## config.mk

```make
export PLATFORM = sky130hd
export DESIGN_NAME = m_mem_ctrl
export DESIGN_NICKNAME = d
export VERILOG_FILES = /design/src/rtl/mem_ctrl_pkg.sv /design/src/rtl/m_load_ext.sv /design/src/rtl/m_mem_ctrl.sv
export SDC_FILE = /design/constraint.sdc
export NUM_CORES = 1
export LEC_CHECK = 0
export CAP_MARGIN = 25
export CORE_MARGIN = 4
export CORE_UTILIZATION = 44
export DETAILED_ROUTE_END_ITERATION = 8
export GPL_TIMING_DRIVEN = 0
export MAX_ROUTING_LAYER = met4
export PLACE_DENSITY_LB_ADDON = 0.25
export SYNTH_ARGS = -nofsm -noshare
export SYNTH_HDL_FRONTEND = slang
export SYNTH_SLANG_ARGS = --single-unit
```

## constraint.sdc

```tcl
create_clock -name clk -period 3.2 [get_ports clk]
set_clock_uncertainty 0.05 [all_clocks]
set_input_delay 0.8 -clock clk [delete_from_list [all_inputs] [get_ports clk]]
set_output_delay 0.8 -clock clk [all_outputs]
set_load 0.02 [all_outputs]
```

## src/rtl/mem_ctrl_pkg.sv

```systemverilog
// Shared op codes, FSM state type and bus request record for the M-stage
// data-memory controller.
package mem_ctrl_pkg;

  localparam logic [3:0] DM_NONE = 4'd0;
  localparam logic [3:0] DM_SB   = 4'd1;
  localparam logic [3:0] DM_SH   = 4'd2;
  localparam logic [3:0] DM_SW   = 4'd3;
  localparam logic [3:0] DM_LB   = 4'd4;
  localparam logic [3:0] DM_LH   = 4'd5;
  localparam logic [3:0] DM_LW   = 4'd6;
  localparam logic [3:0] DM_LBU  = 4'd7;
  localparam logic [3:0] DM_LHU  = 4'd8;

  typedef enum logic [1:0] {
    S_IDLE = 2'd0,
    S_REQ  = 2'd1,
    S_WAIT = 2'd2,
    S_DONE = 2'd3
  } state_t;

  typedef struct packed {
    logic        we;
    logic [31:0] addr;
    logic [3:0]  byteen;
    logic [31:0] wdata;
  } bus_cmd_t;

  function automatic logic is_store(input logic [3:0] op);
    return (op == DM_SB) || (op == DM_SH) || (op == DM_SW);
  endfunction

  function automatic logic is_load(input logic [3:0] op);
    return (op == DM_LB) || (op == DM_LH) || (op == DM_LW) ||
           (op == DM_LBU) || (op == DM_LHU);
  endfunction

endpackage

```

## src/rtl/m_load_ext.sv

```systemverilog
// Selects the addressed byte/halfword of a loaded word and sign/zero extends it.
module m_load_ext
  import mem_ctrl_pkg::*;
(
  input  logic [3:0]  op,
  input  logic [1:0]  off,
  input  logic [31:0] rdata,
  output logic [31:0] result
);

  logic [7:0]  b;
  logic [15:0] h;

  always_comb begin
    b = rdata[7:0];
    case (off)
      2'd1:    b = rdata[15:8];
      2'd2:    b = rdata[23:16];
      2'd3:    b = rdata[31:24];
      default: b = rdata[7:0];
    endcase
  end

  assign h = off[1] ? rdata[31:16] : rdata[15:0];

  always_comb begin
    result = '0;
    case (op)
      DM_LB:   result = {{24{b[7]}}, b};
      DM_LBU:  result = {24'd0, b};
      DM_LH:   result = {{16{h[15]}}, h};
      DM_LHU:  result = {16'd0, h};
      DM_LW:   result = rdata;
      default: result = '0;
    endcase
  end

endmodule

```

## src/rtl/m_mem_ctrl.sv

```systemverilog
// M-stage load/store sequencer: req/gnt/rvalid bus handshake, pipeline stall,
// byte enables, lane-replicated store data and extended load results.
module m_mem_ctrl
  import mem_ctrl_pkg::*;
(
  input  logic        clk,
  input  logic        reset,
  input  logic        m_valid,
  input  logic [3:0]  DM_Op,
  input  logic [31:0] addr,
  input  logic [31:0] wdata,
  output logic        stall,
  output logic        done,
  output logic [31:0] rdata_out,
  output logic        exc_adel,
  output logic        exc_ades,
  output logic        bus_req,
  output logic        bus_we,
  output logic [31:0] bus_addr,
  output logic [3:0]  bus_byteen,
  output logic [31:0] bus_wdata,
  input  logic        bus_gnt,
  input  logic        bus_rvalid,
  input  logic [31:0] bus_rdata
);

  state_t      state, state_nxt;
  logic [3:0]  op_q;
  logic [1:0]  off_q;
  bus_cmd_t    cmd_q, cmd_d;
  logic        ld, st, active, misal, start;
  logic [31:0] ext;

  assign ld     = is_load(DM_Op);
  assign st     = is_store(DM_Op);
  assign active = m_valid && (ld || st);

  always_comb begin
    misal = 1'b0;
    case (DM_Op)
      DM_SH, DM_LH, DM_LHU: misal = addr[0];
      DM_SW, DM_LW:         misal = (addr[1:0] != 2'b00);
      default:              misal = 1'b0;
    endcase
  end

  assign exc_adel = active && ld && misal;
  assign exc_ades = active && st && misal;
  assign start    = (state == S_IDLE) && active && !misal;
  assign stall    = start || (state == S_REQ) || (state == S_WAIT);
  assign done     = (state == S_DONE);

  // Bus command as it will be presented for the whole REQ phase
  always_comb begin
    cmd_d.we     = st;
    cmd_d.addr   = {addr[31:2], 2'b00};
    cmd_d.byteen = 4'b0000;
    cmd_d.wdata  = '0;
    case (DM_Op)
      DM_SB: begin
        cmd_d.byteen = 4'b0001 << addr[1:0];
        cmd_d.wdata  = {4{wdata[7:0]}};
      end
      DM_SH: begin
        cmd_d.byteen = addr[1] ? 4'b1100 : 4'b0011;
        cmd_d.wdata  = {2{wdata[15:0]}};
      end
      DM_SW: begin
        cmd_d.byteen = 4'b1111;
        cmd_d.wdata  = wdata;
      end
      default: ;
    endcase
  end

  always_comb begin
    state_nxt = state;
    case (state)
      S_IDLE:  if (start)      state_nxt = S_REQ;
      S_REQ:   if (bus_gnt)    state_nxt = S_WAIT;
      S_WAIT:  if (bus_rvalid) state_nxt = S_DONE;
      S_DONE:                  state_nxt = S_IDLE;
      default:                 state_nxt = S_IDLE;
    endcase
  end

  always_ff @(posedge clk) begin
    if (reset) state <= S_IDLE;
    else       state <= state_nxt;
  end

  m_load_ext u_load_ext (
    .op     (op_q),
    .off    (off_q),
    .rdata  (bus_rdata),
    .result (ext)
  );

  always_ff @(posedge clk) begin
    if (reset) begin
      op_q      <= DM_NONE;
      off_q     <= 2'b00;
      cmd_q     <= '0;
      bus_req   <= 1'b0;
      rdata_out <= '0;
    end else begin
      case (state)
        S_IDLE: if (start) begin
          op_q    <= DM_Op;
          off_q   <= addr[1:0];
          cmd_q   <= cmd_d;
          bus_req <= 1'b1;
        end
        S_REQ:  if (bus_gnt)    bus_req   <= 1'b0;
        S_WAIT: if (bus_rvalid) rdata_out <= ext;
        default: ;
      endcase
    end
  end

  assign bus_we     = cmd_q.we;
  assign bus_addr   = cmd_q.addr;
  assign bus_byteen = cmd_q.byteen;
  assign bus_wdata  = cmd_q.wdata;

endmodule

```

==> qor.yml <==
track_usage_pct: 24.72
dieArea_um2: 14230
hold_depth: 2
die_w_um: 119.3
avgSynthCellArea_um2: 9.595
drc: 0
critPathTopFamily: "simple AND/OR/NAND/NOR gates"
yosysSeqAreaShare_pct: 39.67
firstDrtPassIters: 8
ctsHoldBuffers: 0
netlist_instances: 568
min_period_ps: 3131
slew_headroom_pct: 50.80
ys_ff_latch: 108
place_congestion: 0.9510
ys_warn_count: 0
cp_slowest_cell: "or3_4"
clock.fmax_mhz: 319.4
power_density_nw_per_um2: 445.8
cp_max_fo: 9
nets: 898
h-tree-depth: 3
worstSetupEndpointType: "output port"
clkSinkCount: 108
drtIter0Drc: 541
wl_um: 17760
worstSetupPathType: "in -> out"
cp_cell_sequence: "buf_6 -> nand3b_1 -> a211oi_4 -> a211oi_4 -> and3_1 -> buf_6 -> or3_4 -> buf_6"
clock_latency_ps: 350
cts_tree: "built"
fin_hold_ws_ps: 403.2
critPathArrivalTime_ps: 2280
coreArea_um2: 12060
ant_nets: 0
r2r-end: "rdata_out[14]$_SDFFE_PP0P_"
r2r_slack_ps: 900
cp_slowest_stage_delay_ps: 320
status: "complete, no violations"
hold_end: "rdata_out[8]$_SDFFE_PP0P_"
tightest_slew_ps: 738.0
layout_common_cells: "clkdlybuf4s50_1 (199), dfxtp_1 (108), nand2b_1 (81)"
synth_cell_types: 58
cts-root-buf: "clkbuf_16"
vdd_drop_max_mv: 0.2562
setup_viol: 0
area_growth_pct: 47.68
grt_antenna_before_repair: 0
fin_util_pct: 66.73
layout_commonest_cell: "clkdlybuf4s50_1"
slew_viol_final: 0
startpoint_type: "primary input"
drive_gt1_share_pct: 8.197
hold_viol: 0
first_global_vias: 5313
clockBufferDepth: 2
r2r_start: "state[0]$_SDFFE_PP0P_"
rows: 40
synthArstFlopShare_pct: 0
synth_ff_type: "dfxtp_1"
worstRegToRegCells: 8
portBuffers: 204
fin_crit_sh_pct: 97.84
vias_per_cell: 5.495
num_vias: 5281
die_h_um: 119.3
ios: 211
dpl.hpwl_um: 13460
grt_max_degree: 18
synth_edf_count: 0
min_from: "rdata_out[8]$_SDFFE_PP0P_"
grt-ovfl-total: 0
path_buf_inv: 3
cts_buffers: 9
antenna_cells: 0
syn_area_um2: 5450
rsz0062_at_grt: "no"
grt_pass1_wl_um: 27570
hp-class: "reg -> reg"
p_leak_nw: 2.849
clkTransAtPathRegs_ps: 80
drt-wirelength-per-cell_um: 18.48
maxCapViolations: 0
crit_top_cell: "buf_6"
start_util_pct: 45.19
critPathRequiredTime_ps: 2350
==> per-layer routing <==
layer / vias to the layer above / part of all wire [%] / GRT usage [%]
li1: 2494 / - / -
met1: 2512 / 41 / 29.62
met2: 240 / 49 / 41.33
met3: 35 / 7.6 / 5.366
met4: 0 / 2.0 / 8.375
met5: - / 0 / -
==> worst register-to-register path, stage by stage, from the launching register on <==
cell	delay, ps
dfxtp_1	400
inv_1	110
ha_1	270
nand2_1	220
o21bai_1	300
or2_0	180
clkbuf_1	270
buf_2	290
o21ai_1	100
==> how the worst max path moves through the flow <==
stage                  to  cells after the start  slack, ps      from
floorplan           stall                      6         90  DM_Op[1]
global placement    stall                      7       -950  DM_Op[0]
detailed placement  stall                      7      -1010  DM_Op[0]
CTS                 stall                      8       -100  DM_Op[2]
global route        stall                      8        0.3   addr[0]
finish              stall                      8         70  DM_Op[1]
==> sequential cells by signal, indices dropped and copies added (netlist names) <==
register	flops
bus_wdata	32
rdata_out	32
bus_addr	30
bus_byteen	4
op_q	4
off_q	2
state	2
bus_req	1
bus_we	1
==> per-stage QoR <==
| step | total power [W] | setup TNS [ps] | worst slack (ps) | cells | cell area (µm²) |
|---|---|---|---|---|---|
| detailed placement | 0.002460 | -2373 | -1006 | 942 | 7711 |
| CTS | 0.003571 | -99.98 | -99.98 | 958 | 8006 |
| global route | 0.003731 | 0 | 0.3324 | 961 | 8049 |
| floorplan | 0.002047 | 0 | 92.61 | 569 | 5454 |
| finish | 0.003588 | 0 | 69.07 | 961 | 8049 |
| global placement | 0.002432 | -2216 | -948.4 | 941 | 7706 |
==> cell families after synthesis <==
group,Yosys count,share of synthesized area [%]
buffers and inverters,55,5.395
adders and majority gates,5,1.148
and+or+nand+nor,175,18.00
DFF,108,39.67
AOI/OAI and AO/OA,152,20.89
muxes,70,14.51
xor gates and xnor gates,2,0.3215
other,1,0.06880
==> Yosys cell counts, drive strengths merged (2+ instances only) <==
cell / n / share of area (%)
a21oi: 32 / 3.0
o2bb2ai: 16 / 2.6
a21boi: 17 / 2.3
ha: 5 / 1.1
nor2b: 3 / 0.34
a22o: 12 / 1.9
nand2b: 81 / 9.3
nor3: 4 / 0.46
a22oi: 8 / 1.1
or3: 3 / 0.34
mux2i: 61 / 11
clkbuf: 24 / 1.7
dfxtp: 108 / 40
and3: 3 / 0.34
nand2: 48 / 3.3
nor4b: 3 / 0.60
a2111oi: 2 / 0.67
a222oi: 7 / 1.3
a221oi: 25 / 4.0
buf: 23 / 3.2
mux2: 2 / 0.41
nand3b: 2 / 0.28
a211oi: 4 / 0.87
nor4: 2 / 0.51
and2: 2 / 0.23
nand3: 3 / 0.37
mux4: 7 / 2.9
inv: 8 / 0.55
nor2: 16 / 1.1
o21ai: 22 / 2.0
nor3b: 3 / 0.50
==> power breakdown <==
group	total (W)	internal, W	switching [W]
sequential	0.00147	0.00142	0.0000498
clock	0.00113	0.000608	0.000527
combinational	0.000984	0.000491	0.000494
==> final cells by class <==
cell class                      instances  area [µm²]
Buffer                                 47       276.5
Clock buffer                           10       229.0
Clock inverter                          6       65.06
Fill cell                             970        4013
Inverter                                8       30.03
Multi-Input combinational cell        406        3025
Sequential cell                       108        2162
Tap cell                              168       210.2
Timing Repair Buffer                  208        2051
==> what timing repair did <==
action                                  in CTS  in global routing
pin swaps                                    5                  3
resized for setup                           18                 13
endpoints found under the setup margin       3                  2
setup buffers                                0                  3
Power figures use the tool's default switching activity.
